**src/rtl/mario_power_ctrl.sv**
```systemverilog
// rtl/mario_power_ctrl.sv - Mario power state (small/big/dead), star and grace timers, impulse strobes.
// Optional post-damage grace timer enabled by defining MARIO_PWR_HURT_GRACE_EN.
module mario_power_ctrl #(
  parameter int CNT_W      = 10,
  parameter int STAR_TICKS = 600,
  parameter int HURT_TICKS = 120
) (
  input  logic clk,
  input  logic rstn,
  input  logic tick,
  input  logic get_mushroom,
  input  logic get_star,
  input  logic enemy_hit,
  input  logic fall_pit,
  input  logic respawn,
  output logic upgrade_impulse,
  output logic downgrade_impulse,
  output logic hero_impulse,
  output logic level,
  output logic hero,
  output logic blink,
  output logic dead
);

  typedef enum logic [1:0] {
    SMALL = 2'd0,
    BIG   = 2'd1,
    DEAD  = 2'd2
  } state_t;

  localparam logic [CNT_W-1:0] STAR_LD = CNT_W'(STAR_TICKS);
  localparam logic [CNT_W-1:0] CNT_ONE = CNT_W'(1);
  localparam logic [CNT_W-1:0] CNT_ZERO = '0;

  // Timer loads must fit the counters, otherwise they would silently truncate.
  if (STAR_TICKS >= (1 << CNT_W) || HURT_TICKS >= (1 << CNT_W)) begin : g_bad_ticks
    $error("mario_power_ctrl: STAR_TICKS/HURT_TICKS do not fit in CNT_W bits");
  end

  state_t           state_q, state_d;
  logic [CNT_W-1:0] star_q, star_d;
  logic             up_q, up_d;
  logic             dn_q, dn_d;
  logic             hr_q, hr_d;
  logic             protect;

`ifdef MARIO_PWR_HURT_GRACE_EN
  localparam logic [CNT_W-1:0] HURT_LD = CNT_W'(HURT_TICKS);
  logic [CNT_W-1:0] hurt_q, hurt_d;
  assign blink   = (hurt_q != CNT_ZERO);
  assign protect = hero | blink;
`else
  assign blink   = 1'b0;
  assign protect = hero;
`endif

  always_comb begin
    state_d = state_q;
    star_d  = star_q;
`ifdef MARIO_PWR_HURT_GRACE_EN
    hurt_d  = hurt_q;
`endif
    up_d    = 1'b0;
    dn_d    = 1'b0;
    hr_d    = 1'b0;
    if (state_q == DEAD) begin
      if (respawn) begin
        state_d = SMALL;
        star_d  = CNT_ZERO;
`ifdef MARIO_PWR_HURT_GRACE_EN
        hurt_d  = CNT_ZERO;
`endif
      end
    end else begin
      // Decrement first so that any load below overrides it.
      if (tick && star_q != CNT_ZERO) star_d = star_q - CNT_ONE;
`ifdef MARIO_PWR_HURT_GRACE_EN
      if (tick && hurt_q != CNT_ZERO) hurt_d = hurt_q - CNT_ONE;
`endif
      if (fall_pit) begin
        state_d = DEAD;
        star_d  = CNT_ZERO;
`ifdef MARIO_PWR_HURT_GRACE_EN
        hurt_d  = CNT_ZERO;
`endif
      end else if (get_star) begin
        star_d = STAR_LD;
        hr_d   = 1'b1;
      end else if (enemy_hit) begin
        // A blocked hit still consumes the cycle's event slot.
        if (!protect) begin
          if (state_q == BIG) begin
            state_d = SMALL;
            dn_d    = 1'b1;
`ifdef MARIO_PWR_HURT_GRACE_EN
            hurt_d  = HURT_LD;
`endif
          end else begin
            state_d = DEAD;
            star_d  = CNT_ZERO;
`ifdef MARIO_PWR_HURT_GRACE_EN
            hurt_d  = CNT_ZERO;
`endif
          end
        end
      end else if (get_mushroom) begin
        if (state_q == SMALL) begin
          state_d = BIG;
          up_d    = 1'b1;
        end
      end
    end
  end

  always_ff @(posedge clk or negedge rstn) begin
    if (!rstn) begin
      state_q <= SMALL;
      star_q  <= CNT_ZERO;
`ifdef MARIO_PWR_HURT_GRACE_EN
      hurt_q  <= CNT_ZERO;
`endif
      up_q    <= 1'b0;
      dn_q    <= 1'b0;
      hr_q    <= 1'b0;
    end else begin
      state_q <= state_d;
      star_q  <= star_d;
`ifdef MARIO_PWR_HURT_GRACE_EN
      hurt_q  <= hurt_d;
`endif
      up_q    <= up_d;
      dn_q    <= dn_d;
      hr_q    <= hr_d;
    end
  end

  assign upgrade_impulse   = up_q;
  assign downgrade_impulse = dn_q;
  assign hero_impulse      = hr_q;
  assign level             = (state_q == BIG);
  assign dead              = (state_q == DEAD);
  assign hero              = (star_q != CNT_ZERO);

endmodule

```
**config.mk**
```make
export PLATFORM = sky130hd
export DESIGN_NAME = mario_power_ctrl
export DESIGN_NICKNAME = d
export VERILOG_FILES = /design/src/rtl/mario_power_ctrl.sv
export SDC_FILE = /design/constraint.sdc
export NUM_CORES = 1
export LEC_CHECK = 0
export CAP_MARGIN = 20
export CORE_UTILIZATION = 46
export CTS_CLUSTER_SIZE = 30
export DETAILED_ROUTE_END_ITERATION = 8
export GPL_ROUTABILITY_DRIVEN = 0
export MAX_ROUTING_LAYER = met4
export PLACE_DENSITY = 0.71
export SYNTH_ARGS = -nofsm -noshare
export SYNTH_HDL_FRONTEND = slang
export SYNTH_SLANG_ARGS = --single-unit
```
**constraint.sdc**
```tcl
create_clock -name clk -period 1.7 [get_ports clk]
set_input_delay 0.34 -clock clk [delete_from_list [all_inputs] [get_ports clk]]
set_output_delay 0.34 -clock clk [all_outputs]
set_load 0.02 [all_outputs]
```
Word level (Yosys, flattened, before mapping) --
Cells that the tools add are included.
Word-level totals: bits in registers 15, word-level logic and storage cells 49
Cells by class: $add $sub $neg 1, eq/ne operators 5, mux-type cells 32, reduce and logical (&&, ||, !) cells 6
Operators with widths (number):
- $mux W10 | 8
- $mux W2 | 9
- $mux W1 | 15
- $reduce_bool A10 Y1 | 1
- $sub A10 B1 Y10 const B | 1
- $reduce_bool A4 Y1 | 2
- $reduce_and A5 Y1 | 1
- $ne A4 B3 Y1 const B | 1
- $ne A3 B1 Y1 const B | 1
- $eq A2 B1 Y1 const B | 1
- $eq A2 B2 Y1 const B | 1
- $logic_not A2 Y1 | 1
- $ne A2 B2 Y1 const B | 1
- $logic_and A1 B1 Y1 | 1

Logic depth before layout (Yosys ltp) --
Gate-level depths: netlist of the first run.
depth after elaboration 9, depth in mapped cells 7, mapped depth without buffers 7

Least setup slack after synthesis of the first run --
Ideal clock, no wire load.
path kind register -> register, from reg star_q[0], to reg state_q[0], library setup time 0.120 ns, arrival time 1.795 ns, data required time 1.580 ns, setup slack -0.215 ns, cell stages (with the launch flop) 7, period minus slack after synthesis 1.915 ns, cell sequence dfrtp_1 -> inv_1 -> ha_1 -> nor3b_2 -> nand3_4 -> or3b_1 -> a31o_1
Between the ends: word-level cells in the longest chain between the ends 3
RTL lines:
- start, declared | line 41 | logic [CNT_W-1:0] star_q, star_d;
- start signal, assigned | line 127 | star_q <= star_d;
- $reduce_bool A10 Y1 | line 142 | assign hero = (star_q != CNT_ZERO);
- via hero | line 20 | output logic hero,
- $ne A4 B3 Y1 (no source line)
- $reduce_and A5 Y1 (no source line)
- end signal, assigned | line 126 | state_q <= state_d;
- end, declared | line 40 | state_t state_q, state_d;
The timed path passes the listed nets, and every way through them passes these cells. A chain may end at the register's enable or synchronous reset.

Worst setup path after layout of the first run --
from reg star_q[0], to reg state_q[0]
Between the ends: word-level cells in the longest chain between the ends 3
RTL lines (line):
- $reduce_bool A10 Y1 | 142
- $ne A4 B3 Y1 (no source line)
- $reduce_and A5 Y1 (no source line)
No other way between the ends.

==> out/summary.txt, run 1 <==
Clock power share = 0.092
Die span in x = 46.78 um
DRC Markers = 0
RSZ-0062 raised after global routing = true
Metal-1 WL = 1287 um
Die H = 46.78 um
DRT Pass-1 Iters = 5
Detailed-routed wire length on met2 = 1527 um
Initial Util = 0.5118
Tot Pwr = 2386 uW
DIE AREA = 2188 um2
Highest metal used = met4
DR vias/cell = 5.917
Via count = 994
WL met3 = 121 um
Post-Syn Area = 922.1 um2
Clock tree buffer depth = 2
Number of synthesized flops with an enable pin = 0
Crit path kind = flop to flop
I/O pins = 15
N_diodes = 0
Final-report setup violation count = 13
ANT nets after route = 0
Initial DRC Count = 30
Hpwl dp = 1724 um
Worst r2r src = star_q[0]
First-pass GRT wire length = 3919 um
Synth Instances = 92
Ys Warns = 0
Fin nets = 153
Fin Clk Skew = 0.003137 ns
Maxcap violations = 0
Crit path max fanout = 3
Largest net degree at the start of global routing = 16
Req. time, crit path = 1.90 ns
Pint = 1353 uW
Hold Slack = 0.3545 ns
Avg Cell Area, Syn = 10.02 um2
Switch Pwr = 1033 uW
Ys flop type = dfrtp_1
Port Buffers = 13
Achievable frequency = 501.5 MHz
Setup crit end kind = flop
TritonCTS clock tree = yes
Worst hold path type = input port to asynchronous set/reset pin
Register area share after synthesis = 0.4071
R2R cell count = 8
Core area = 1802 um2
Final period utilization = 1.173
Total gr overflow = 0
Initial antenna violation count = 0
H-tree lvl count = 1
Crit path arrival time = 2.19 ns
Pwr Density = 1604 nW/um2
Switching Share = 0.4328
Fin crit period = 1.994 ns
Final Max Slew Viols = 0
Failing checks = negative setup slack
Status = complete, but fails checks
Root Buffer Master = clkbuf_4
PnR worst setup slack = -0.2941 ns
Average routed wire per standard cell = 17.89 um
Comb power frac = 0.679
Clk pin slew, worst setup/hold paths = 0.10 ns
Reg2reg setup slack = -0.29 ns
Unique cell type count in the Yosys netlist = 40
Synth-to-Final Area Change = 61.33%
GRT Util Overall = 0.2730
Clk_lat worst skew = 0.30 ns
Synth async-reset ratio = 1.000
Kind of start point of the critical path = flop
Post-cts hold buffer count = 0
Number of global-route vias before repair = 877
Worst slack at placement = -0.3946 ns
Seq pwr share = 0.229
Final hold viol count = 0
Syn Nets = 101
Proportion of layout cells with a drive suffix above 1 = 0.4825
Num rows = 15
Cts bufs inserted = 3
VDD IR max = 0.0009193 V
Most frequent cells in the layout = buf_4 (31), dfrtp_1 (15), clkdlybuf4s50_1 (10), nand2_1 (7)
Detailed Route WL = 3006 um
#FFs+latches synth = 15
RR Endpoint = state_q[0]
Most common cell after layout, fill and taps aside = buf_4
Leak pwr = 0.0006818 uW
Clk sinks = 15
area by class of cell:
type                            instances  area, um2
Fill cell                             103      314.1
Multi-Input combinational cell         72      628.1
Inverter                                3      11.26
Clock buffer                            3      22.52
Timing Repair Buffer                   49      414.1
Clock inverter                          1      5.005
Sequential cell                        15      375.4
Tap cell                               25      31.28
synth_stat cells (all sizes together) (2+ instances only):
cell,n,share of area
a31oi,3,0.020
nor3b,4,0.038
a211o,5,0.047
dfrtp,15,0.41
nand3b,3,0.028
nor2b,3,0.020
a21oi,6,0.033
nor2,8,0.035
nor4b,3,0.042
o21ai,5,0.039
nand3,5,0.041
and3,2,0.015
inv,3,0.012
nand2,9,0.039
nor3,3,0.022
how the worst max path moves through the flow:
stage               slack (ns)  startpoint  cells after the start         end
floorplan                -0.12   star_q[0]                      6  state_q[0]
global placement         -0.36        tick                      5   star_q[9]
detailed placement       -0.39        tick                      5   star_q[9]
CTS                      -0.19   star_q[0]                      8   star_q[4]
global route             -0.32   star_q[0]                      8  state_q[0]
finish                   -0.29   star_q[0]                      8  state_q[0]
what timing repair did:
action / 4_1_cts / 5_1_grt
setup endpoints to repair: 15 / 14
pin swaps: 15 / 8
gates resized for setup: 20 / 16
setup buffers: 2 / 6
registers in the layout, summed over array words and instances, names as in the netlist:
register           flops
star_q                10
state_q                2
downgrade_impulse      1
hero_impulse           1
upgrade_impulse        1
power groups by stage:
stage                     registers (uW)  clock network, uW  logic, uW
after global routing                 556                232       1690
after floorplan                      563                  0        663
after global placement               542                  0       1200
after CTS                            541                223       1330
final                                546                219       1620
after detailed placement             542                  0       1220
per-layer routing:
| metal | up-vias | track usage |
|---|---|---|
| li1 | 446 | - |
| met1 | 509 | 0.3213 |
| met2 | 29 | 0.4639 |
| met3 | 10 | 0.04231 |
| met4 | 0 | 0.1086 |
| met5 | - | - |
logic make-up after synthesis:
kind of cell	Yosys count	share of synthesized area
AND/OR/NAND/NOR	45	0.3487
AO/OA/AOI/OAI	25	0.2022
flip-flops	15	0.4071
buffers and inverters	5	0.02442
adder cells (fa/ha/maj)	1	0.01357
other	1	0.004067
per-stage QoR:
stage	utilization	cells	TNS, ns	instance area (um2)
floorplan	-	92	-0.5362	930.9
global placement	0.7167	156	-3.118	1291
detailed placement	0.7167	156	-3.474	1291
CTS	0.7674	162	-1.318	1383
global route	0.8257	168	-3.308	1488
finish	0.8257	168	-3.003	1488
critical path, cell delays in order, from the launching register on:
cell	delay (ns)
dfrtp_1	0.42
inv_2	0.08
ha_4	0.14
nor3b_4	0.27
buf_4	0.18
nand3_4	0.09
buf_6	0.15
or3b_4	0.39
a31o_1	0.18
(Power assumes the default switching activity.)
==> run 2, diff against run 1 <==
--- a/config.mk
+++ b/config.mk
@@ -12,6 +12,8 @@
 export GPL_ROUTABILITY_DRIVEN = 0
 export MAX_ROUTING_LAYER = met4
 export PLACE_DENSITY = 0.71
+export SETUP_SLACK_MARGIN = 0.2
 export SYNTH_ARGS = -nofsm -noshare
 export SYNTH_HDL_FRONTEND = slang
 export SYNTH_SLANG_ARGS = --single-unit
+export TNS_END_PERCENT = 5
==> constraint.sdc (replaced) <==
create_clock -name clk -period 1.7 [get_ports clk]
set_input_delay 0.34 -clock clk [delete_from_list [all_inputs] [get_ports clk]]
set_output_delay 0.34 -clock clk [all_outputs]
set_load 0.01 [all_outputs]
==> out/summary.txt, run 2 (synthesized netlist as in run 1, its figures left out) <==
Port Buffers = 13 (unchanged)
Die H = 46.78 um (unchanged)
Fillers = 125 (was 103)
PnR worst setup slack = -0.1394 ns (was -0.2941 ns)
Worst slack at placement = -0.4613 ns (was -0.3946 ns)
Status = complete, but fails checks (unchanged)
Cell chain of the critical path = inv_2 -> ha_4 -> nor3b_4 -> buf_4 -> nand3_4 -> buf_6 (was inv_2 -> ha_4 -> nor3b_4 -> buf_4 -> nand3_4 -> buf_6 -> or3b_4 -> a31o_1)
Largest net degree at the start of global routing = 16 (unchanged)
Most frequent cells in the layout = buf_4 (30), dfrtp_1 (15), nand2_1 (8), nor2_1 (7), clkdlybuf4s50_1 (7) (was buf_4 (31), dfrtp_1 (15), clkdlybuf4s50_1 (10), nand2_1 (7))
Initial antenna violation count = 0 (unchanged)
WP buf/inv = 3 (unchanged)
Worst hold path type = input port to asynchronous set/reset pin (unchanged)
Multi-input logic area = 594.3 um2 (was 628.1 um2)
Most common cell after layout, fill and taps aside = buf_4 (unchanged)
Final Max Slew Viols = 0 (unchanged)
Tot Pwr = 2209 uW (was 2386 uW)
Number of global-route vias before repair = 924 (was 877)
Biggest regs = star_q: 10 flops, state_q: 2 flops (unchanged)
I/O pins = 15 (unchanged)
Hpwl dp = 1768 um (was 1724 um)
Final hold viol count = 0 (unchanged)
Core area = 1802 um2 (unchanged)
Pwr Density = 1551 nW/um2 (was 1604 nW/um2)
TritonCTS clock tree = yes (unchanged)
Largest Register = star_q (unchanged)
Proportion of layout cells with a drive suffix above 1 = 0.4429 (was 0.4825)
Total gr overflow = 0 (unchanged)
Crit path max fanout = 3 (unchanged)
Average routed wire per standard cell = 15.43 um (was 17.89 um)
Clk sinks = 15 (unchanged)
Initial DRC Count = 24 (was 30)
RSZ-0062 raised after global routing = true (unchanged)
Cell family with most CP delay = flip-flops (was simple AND/OR/NAND/NOR gates)
Final-report setup violation count = 10 (was 13)
Root Buffer Master = clkbuf_4 (unchanged)
Fin Clk Skew = 0.004669 ns (was 0.003137 ns)
Failing checks = negative setup slack (unchanged)
Hold Slack = 0.3542 ns (was 0.3545 ns)
DRT Pass-1 Iters = 4 (was 5)
Cts bufs inserted = 3 (unchanged)
Num rows = 15 (unchanged)
Maxcap violations = 0 (unchanged)
Max reg flops = 10 (unchanged)
DRC Markers = 0 (unchanged)
Post-cts hold buffer count = 0 (unchanged)
Placed inst area = 1291 um2 (unchanged)
Detailed Route WL = 2546 um (was 3006 um)
Final period utilization = 1.082 (was 1.173)
Req. time, crit path = 1.36 ns (was 1.90 ns)
Crit path kind = flop to primary output (was flop to flop)
Slowest stage delay, CP = 0.41 ns (was 0.42 ns)
Via count = 910 (was 994)
Achievable frequency = 543.7 MHz (was 501.5 MHz)
DR vias/cell = 5.515 (was 5.917)
Design area = 1424 um2 (was 1488 um2)
Clock tree buffer depth = 2 (unchanged)
N_diodes = 0 (unchanged)
Clk pin slew, worst setup/hold paths = 0.10 ns (about the same)
GRT Util Overall = 0.2775 (was 0.2730)
Slowest CP cell = dfrtp_1 (unchanged)
Crit path arrival time = 1.50 ns (was 2.19 ns)
VDD IR max = 0.0008629 V (was 0.0009193 V)
H-tree lvl count = 1 (unchanged)
Die span in x = 46.78 um (unchanged)
Register area = 375.4 um2 (unchanged)
Kind of start point of the critical path = flop (unchanged)
ANT nets after route = 0 (unchanged)
Fin nets = 150 (was 153)
Leak pwr = 0.0007079 uW (was 0.0006818 uW)
First-pass GRT wire length = 4091 um (was 3919 um)
DIE AREA = 2188 um2 (unchanged)
Fin crit period = 1.839 ns (was 1.994 ns)
Clk_lat worst skew = 0.29 ns (was 0.30 ns)
Setup crit end kind = primary output (was flop)
Synth-to-Final Area Change = 54.41% (was 61.33%)
Core Util, Final = 0.7903 (was 0.8257)
Initial Util = 0.5118 (unchanged)
run 2: cell count changes in the layout (fill, tap and decap cells not counted), sizes merged:
cell and change:
clkdlybuf4s50 -3, dlymetal6s2s +2, buf -1, clkbuf -1
run 2: stage by stage:
stage / instances / setup TNS (ns)
3_3_place_gp: 156 / -2.034
5_1_grt: 165 / -1.732
4_1_cts: 165 / -0.8524
3_5_place_dp: 156 / -2.589
2_1_floorplan: 92 / -0.4694
6_report: 165 / -0.9535
run 2: layout make-up:
class	instances	share of cell area
sequential	15	0.2636
inverter	3	0.007909
tap	25	0.02197
clock buffer	3	0.01582
clock inverter	1	0.003515
timing repair buffer	46	0.2698
multi-input combinational	72	0.4174
run 2: worst paths after layout:
path / startpoint / to / slack [ns] / depth (start not counted)
worst min-delay path: rstn / star_q[2] / 0.35 / 2
worst max register to register: star_q[0] / star_q[9] / -0.13 / 5
worst min register to register: star_q[7] / star_q[7] / 0.58 / 1
worst max-delay path: star_q[0] / hero / -0.14 / 6
min in group clk: star_q[7] / star_q[7] / 0.58 / 1
max in group asynchronous: rstn / state_q[0] / 1.16 / 2
run 2: per-layer routing:
metal / wire length, um / global-route usage
met1: 1141 / 0.3389
met2: 1315 / 0.4694
met3: 89 / 0.03462
met4: 0 / 0.09714
met5: 0 / -
run 2: power breakdown:
group          switching [uW]  internal [uW]
Clock                     131           87.6
Sequential                104            447
Combinational             674            766
run 2: repair_timing:
item                                    CTS  global route
endpoints found under the hold margin     0             0
buffers inserted                          5             0
pin swaps                                14             1
resized for setup                        27             7
endpoints found under the setup margin   16            17
==> run 3, diff against run 2 <==
--- a/config.mk
+++ b/config.mk
@@ -9,10 +9,8 @@
 export CORE_UTILIZATION = 46
 export CTS_CLUSTER_SIZE = 30
 export DETAILED_ROUTE_END_ITERATION = 8
-export GPL_ROUTABILITY_DRIVEN = 0
 export MAX_ROUTING_LAYER = met4
 export PLACE_DENSITY = 0.71
-export SETUP_SLACK_MARGIN = 0.2
 export SYNTH_ARGS = -nofsm -noshare
 export SYNTH_HDL_FRONTEND = slang
 export SYNTH_SLANG_ARGS = --single-unit
==> out/summary.txt, run 3 (synthesized netlist as in run 1, its figures left out) <==
Status = complete, but fails checks (unchanged)
Failing checks = negative setup slack (unchanged)
Req. time, crit path = 1.36 ns (about the same)
Via count = 937 (was 910)
Cts bufs inserted = 3 (unchanged)
Most common cell after layout, fill and taps aside = buf_4 (unchanged)
Hpwl dp = 1768 um (unchanged)
Total gr overflow = 0 (unchanged)
Initial Util = 0.5118 (unchanged)
Seq pwr share = 0.248 (was 0.249)
Most frequent cells in the layout = buf_4 (30), dfrtp_1 (15), clkdlybuf4s50_1 (10), nand2_1 (8), nor2_1 (7) (was buf_4 (30), dfrtp_1 (15), nand2_1 (8), nor2_1 (7), clkdlybuf4s50_1 (7))
Final hold viol count = 0 (unchanged)
PnR worst setup slack = -0.1387 ns (was -0.1394 ns)
Comb power frac = 0.653 (was 0.652)
Max reg flops = 10 (unchanged)
Port Buffers = 13 (unchanged)
Post-cts hold buffer count = 0 (unchanged)
Pint = 1307 uW (was 1300 uW)
Fillers = 126 (was 125)
Clock power share = 0.099 (about the same)
Final period utilization = 1.082 (about the same)
Fin crit period = 1.839 ns (about the same)
ANT nets after route = 0 (unchanged)
DIE AREA = 2188 um2 (unchanged)
Largest net degree at the start of global routing = 16 (unchanged)
Proportion of layout cells with a drive suffix above 1 = 0.4286 (was 0.4429)
I/O pins = 15 (unchanged)
Detailed Route WL = 2529 um (was 2546 um)
Clk pin slew, worst setup/hold paths = 0.10 ns (about the same)
GP Congestion = 0.8755
Root Buffer Master = clkbuf_4 (unchanged)
Num rows = 15 (unchanged)
Switch Pwr = 911.8 uW (was 909.2 uW)
Pwr Density = 1554 nW/um2 (was 1551 nW/um2)
Largest Register = star_q (unchanged)
Crit path max fanout = 3 (unchanged)
DR vias/cell = 5.679 (was 5.515)
Kind of start point of the critical path = flop (unchanged)
Biggest regs = star_q: 10 flops, state_q: 2 flops (unchanged)
Final Max Slew Viols = 0 (unchanged)
Worst hold path type = input port to asynchronous set/reset pin (unchanged)
GRT Util Overall = 0.2775 (unchanged)
Crit path arrival time = 1.50 ns (about the same)
Maxcap violations = 0 (unchanged)
N_diodes = 0 (unchanged)
Synth-to-Final Area Change = 54.82% (was 54.41%)
Clock tree buffer depth = 2 (unchanged)
Clk_lat worst skew = 0.29 ns (about the same)
Clk sinks = 15 (unchanged)
Setup crit end kind = primary output (unchanged)
Initial DRC Count = 23 (was 24)
VDD IR max = 0.0008645 V (was 0.0008629 V)
Worst slack at placement = -0.4613 ns (unchanged)
Setup TNS = -0.9679 ns (was -0.9535 ns)
DRC Markers = 0 (unchanged)
Die span in x = 46.78 um (unchanged)
Core area = 1802 um2 (unchanged)
TritonCTS clock tree = yes (unchanged)
H-tree lvl count = 1 (unchanged)
Leak pwr = 0.0006706 uW (was 0.0007079 uW)
Achievable frequency = 543.9 MHz (was 543.7 MHz)
Fin nets = 150 (unchanged)
Initial antenna violation count = 0 (unchanged)
Switching Share = 0.4110 (was 0.4116)
Final-report setup violation count = 10 (unchanged)
Average routed wire per standard cell = 15.33 um (was 15.43 um)
DRT Pass-1 Iters = 4 (unchanged)
First-pass GRT wire length = 4091 um (unchanged)
Reg2reg setup slack = -0.13 ns (about the same)
RSZ-0062 raised after global routing = true (unchanged)
Die H = 46.78 um (unchanged)
Crit path kind = flop to primary output (unchanged)
Number of global-route vias before repair = 924 (unchanged)
Fin Clk Skew = 0.004109 ns (was 0.004669 ns)
run 3: power groups by stage:
stage                     Sequential [uW]  Combinational, uW  Clock [uW]
final                                 550               1450         219
after global routing                  557               1540         235
after CTS                             548               1400         224
after detailed placement              547               1210           0
after global placement                543               1170           0
after floorplan                       560                641           0
run 3: layout make-up:
type | instances | area [um2] | area share
timing repair buffer | 46 | 387.9 | 0.2717
tap | 25 | 31.28 | 0.02191
clock inverter | 1 | 5.005 | 0.003506
inverter | 3 | 11.26 | 0.007888
sequential | 15 | 375.4 | 0.2629
multi-input combinational | 72 | 594.3 | 0.4163
clock buffer | 3 | 22.52 | 0.01578
run 3: critical path, cell delays in order (launching register included):
cell	delay, ns
dfrtp_1	0.41
inv_2	0.08
ha_4	0.13
nor3b_4	0.23
buf_4	0.17
nand3_4	0.07
buf_6	0.13
run 3: layer usage:
metal,GRT usage,share of wire,up-vias,routed length [um]
met5,-,0,-,0
met4,0.09714,0.0079,0,20
met3,0.03462,0.045,4,113
met2,0.4694,0.52,40,1303
met1,0.3389,0.43,456,1091
li1,-,-,437,-
run 3: final timing paths:
path                                 from          to  cells past startpoint
max in group asynchronous            rstn  state_q[0]                      2
worst max register to register  star_q[0]   star_q[9]                      5
min in group clk                star_q[0]   star_q[0]                      2
worst min-delay path                 rstn   star_q[2]                      2
worst min register to register  star_q[0]   star_q[0]                      2
worst max-delay path            star_q[0]        hero                      6
run 3: repair_timing:
| item | CTS | global route |
|---|---|---|
| resized for setup | 22 | 3 |
| pin swaps | 14 | 1 |
| setup endpoints to repair | 15 | 13 |
| setup buffers | 5 | 0 |
run 3: through the flow:
stage	util	hold slack, ns	instance area (um2)	cells	power (uW)
2_1_floorplan	-	0.04441	930.9	92	1202
3_3_place_gp	0.7167	0.4903	1291	156	1718
3_5_place_dp	0.7167	0.5053	1291	156	1761
4_1_cts	0.7868	0.3564	1418	165	2176
5_1_grt	0.7924	0.3849	1428	165	2337
6_report	0.7924	0.3552	1428	165	2218
==> RTL edit 1, RTL diff (flow settings as in run 2) <==
Put a register stage on the outputs `level` and `dead`, with the module's reset. The values now appear one clock later. The other outputs are not delayed to match.
--- a/src/rtl/mario_power_ctrl.sv
+++ b/src/rtl/mario_power_ctrl.sv
@@ -137,8 +137,15 @@
   assign upgrade_impulse   = up_q;
   assign downgrade_impulse = dn_q;
   assign hero_impulse      = hr_q;
-  assign level             = (state_q == BIG);
-  assign dead              = (state_q == DEAD);
+  always_ff @(posedge clk or negedge rstn) begin
+    if (!rstn) begin
+      level <= '0;
+      dead  <= '0;
+    end else begin
+      level <= (state_q == BIG);
+      dead  <= (state_q == DEAD);
+    end
+  end
   assign hero              = (star_q != CNT_ZERO);
 
 endmodule
Behaviour: not the same (Yosys sat finds a counterexample within 4 cycles, from zero or initial values and one cycle with rstn low).
==> RTL edit 1 against run 2 <==
The flow still finishes with violations (negative setup slack); routed wire length is 2.9% higher; core utilization is 6.8 points lower; worst setup slack better by 0.049 ns; area after synthesis grew 7.3%; sequential cell count rose by 2; power increased by 6.7%; final area grew 1.6%.
==> RTL edit 1: results (changes against run 2) <==
DRT iter0 DRCs = 22 (-8.3%)
Via count = 984 (+8.1%)
Worst path max stage delay = 0.41 ns (about the same)
Register area share after synthesis = 0.430 (+0.0228)
DP Worst Slack = -0.148 ns (+0.313 ns)
Tot GR Track Use = 0.263 (-0.0143)
Worst setup margin = -0.0903 ns (+0.0491 ns)
Syn_area_per_cell = 9.16 um2 (-8.6%)
Layout cell share with drive strength beyond 1 = 0.338 (-0.105)
Critical Path AT = 1.45 ns (-0.05 ns)
Warnings from Yosys = 0 (unchanged)
Async SR Flop Fraction = 1.00 (unchanged)
H-tree depth reported by CTS = 1 (unchanged)
Top Registers = star_q (10), state_q (2)
Distinct cells, synth = 39 (-2.5%)
Worst reg2reg path depth = 9 (+4)
Latest clock arrival within the worst-skew pair = 0.29 ns (about the same)
WL final = 2620 um (+2.9%)
Reg2reg start = star_q[1]
Pin count of the biggest net entering global routing = 18 (+2)
Filler cell count = 163 (+30%)
Clock root buffer = clkbuf_4
Gr ovfl total = 0 (unchanged)
Top post-synthesis cells by area = dfrtp_1, nand2_1, a31oi_1
Commonest register cell after synthesis = dfrtp_1
Net Count, Synth = 117 (+16%)
Critical-path top delay cell = dfrtp_1
Vias in the first global route = 1045 (+13%)
First-pass GRT wire length = 4600 um (+12%)
R2R Path End = star_q[2]
Status = finished with violations
Synth cell count leaders = dfrtp_1, nand2_1, inv_1
Peak VDD IR = 1.05 mV (+21%)
Total CTS buffers = 3 (unchanged)
HPWL after DPL = 1910 um (+8.1%)
Final Skew = 0.00743 ns (+0.00276 ns)
Static leakage = 0.000693 uW (-2.1%)
Clock buffer depth = 2 (unchanged)
TritonRoute pass-1 iters = 4 (unchanged)
Setup TNS = -0.264 ns (+0.690 ns)
Mean routed wirelength per cell = 14.7 um (-4.6%)
Clock Pin Slew Worst Setup and Hold Paths = 0.11 ns
Initial antenna violation count = 0 (unchanged)
Port Buffers = 13 (unchanged)
Post-Place Cells = 173 (+11%)
Failing checks = negative setup slack
CP Max Fanout = 2 (-1)
Worst R2R Setup Slack = -0.05 ns (+0.08 ns)
Antenna Diode Count = 0 (unchanged)
Setup Viol. Count Final = 5 (-5)
Final #Nets = 161 (+7.3%)
Tightest Hold Check Type = in2async
-- RTL edit 1: worst max-delay path, delay by kind of cell, from the launching register on --
kind | cells | cell delay [ns]
adders and majority gates | 1 | 0.13
and+or+nand+nor | 2 | 0.39
buffers and inverters | 3 | 0.24
DFF | 1 | 0.41
-- RTL edit 1: per-stage QoR --
step           hold WS, ns  total power [uW]  utilization  area (um2)
2_1_floorplan       0.0444              1400            -        1010
3_3_place_gp         0.521              1990        0.681        1360
3_5_place_dp         0.533              2020        0.681        1360
4_1_cts              0.367              2260        0.700        1400
5_1_grt              0.386              2540        0.723        1450
6_report             0.359              2360        0.723        1450
-- RTL edit 1: final cells by class --
class,instances,area [um2],area share
Inverter,12,45.0,0.0311
Clock buffer,4,26.3,0.0182
Multi-Input combinational cell,77,573,0.396
Tap cell,27,33.8,0.0234
Sequential cell,17,425,0.294
Timing Repair Buffer,41,343,0.237
-- RTL edit 1: cell families after synthesis --
family	Yosys count	synth area share
adders and majority gates	1	0.0126
DFF	17	0.430
muxes	3	0.0303
buffers and inverters	14	0.0581
other	1	0.00379
AOI/OAI and AO/OA	29	0.197
and+or+nand+nor	43	0.268
-- RTL edit 1: power breakdown --
part / switching (uW) / internal [uW]
combinational: 751 / 747
clock: 130 / 91.1
sequential: 116 / 523
total: 997 / 1360
-- RTL edit 1: how the worst max path moves through the flow --
| stage | to | start | slack [ns] |
|---|---|---|---|
| global route | hero | star_q[1] | -0.17 |
| CTS | hero | star_q[0] | -0.09 |
| finish | hero | star_q[1] | -0.09 |
| floorplan | star_q[2] | star_q[0] | 0.03 |
| detailed placement | hero | star_q[1] | -0.15 |
| global placement | hero | star_q[1] | -0.13 |
-- RTL edit 1: metal layers --
| metal | part of all wire | up-vias | GRT usage | wire [um] |
|---|---|---|---|---|
| met4 | 0.012 | 0 | 0.103 | 32 |
| met2 | 0.51 | 37 | 0.434 | 1320 |
| met3 | 0.052 | 6 | 0.0409 | 135 |
| met1 | 0.43 | 467 | 0.325 | 1130 |
| li1 | - | 474 | - | - |
| met5 | 0 | - | - | 0 |
-- RTL edit 1: timing repair --
| item | CTS | global route |
|---|---|---|
| cloned | 0 | 0 |
| setup endpoints to repair | 18 | 15 |
| pin swaps | 7 | 0 |
| hold buffers | 0 | 0 |
| buffers inserted | 1 | 0 |
| resized for setup | 14 | 9 |
==> RTL edit 2, RTL diff (flow settings as in run 2) <==
Without the edit above. Set the parameter `CNT_W` to 11 (it was 10).
--- a/src/rtl/mario_power_ctrl.sv
+++ b/src/rtl/mario_power_ctrl.sv
@@ -1,7 +1,7 @@
 // rtl/mario_power_ctrl.sv - Mario power state (small/big/dead), star and grace timers, impulse strobes.
 // Optional post-damage grace timer enabled by defining MARIO_PWR_HURT_GRACE_EN.
 module mario_power_ctrl #(
-  parameter int CNT_W      = 10,
+  parameter int CNT_W      = 11,
   parameter int STAR_TICKS = 600,
   parameter int HURT_TICKS = 120
 ) (
Function: no difference found for any inputs over 10 cycles, from zero or initial values and one cycle with rstn low; that may be too few to reach the edited logic, so the function may still have changed.
==> RTL edit 2 against run 2 <==
The run still ends with negative setup slack left; sequential power up 2%; worst setup slack worse by 0.097 ns; combinational power down 3%; sequential cell count up 1; power up 0.20%; final area up 4.7%; first-iteration DRC count up 58%; global-route usage down 2.3 points; clock skew down 0.0015 ns; routed wire length up 4.0%; area after synthesis up 5.2%; largest cell class unchanged.
==> RTL edit 2: results (changes against run 2) <==
Status = finished with violations
Failing checks = negative setup slack
DR top layer = met4
Post-CTS setup buffer count = 3 (-2)
Net Count, Synth = 117 (+16%)
DRT iter0 DRCs = 38 (+58%)
Worst setup path start = star_q[1]
Cell Count, Final, Fillers Out = 182 (+10%)
Worst setup margin = -0.236 ns (-0.0968 ns)
Static leakage = 0.000783 uW (+11%)
Pin count of the biggest net entering global routing = 17 (+1)
HPWL after DPL = 1880 um (+6.2%)
Crit path max-delay family = simple AND/OR/NAND/NOR gates
Final Skew = 0.00316 ns (-0.00151 ns)
Setup Viol. Count Final = 13 (+3)
Register area share after synthesis = 0.413 (+0.00585)
CP endpoint = star_q[6]
DP Worst Slack = -0.324 ns (+0.138 ns)
Worst reg2reg path depth = 8 (+3)
Tot GR Track Use = 0.255 (-0.0227)
Worst R2R Setup Slack = -0.24 ns (-0.11 ns)
DRT met1 WL = 1050 um (-8.4%)
Met3 routed WL = 176 um (+98%)
Top post-synthesis cells by area = dfrtp_1, nor2_1, a21oi_1
Clk pwr share = 0.117 (+0.018)
First-pass GRT wire length = 3860 um (-5.7%)
Peak VDD IR = 0.960 mV (+11%)
RTL edit 2: changes by cell type after synthesis, sizes merged, moves of 3 or more:
cell / before / now
a211o: 5 / 1
a21o: 0 / 4
nor2b: 3 / 0
mux2i: 0 / 3
nand2b: 0 / 4
nor3b: 4 / 1
inv: 3 / 9
a31oi: 3 / 0
or3: 0 / 3
RTL edit 2: layout make-up:
class,instances,area [um2],share of cell area
multi-input cells,80,598,0.401
flip-flops and latches,16,400,0.269
repair buffers,46,388,0.260
clock buffers,4,36.3,0.0243
inverters,9,33.8,0.0227
well taps,27,33.8,0.0227
RTL edit 2: through the flow:
step           total power, uW  utilization  area, um2  hold slack [ns]
6_report                  2210        0.760       1490            0.351
5_1_grt                   2350        0.760       1490            0.386
3_3_place_gp              1710        0.691       1360            0.526
3_5_place_dp              1730        0.691       1360            0.535
4_1_cts                   2150        0.746       1460            0.358
2_1_floorplan             1220            -        985           0.0444
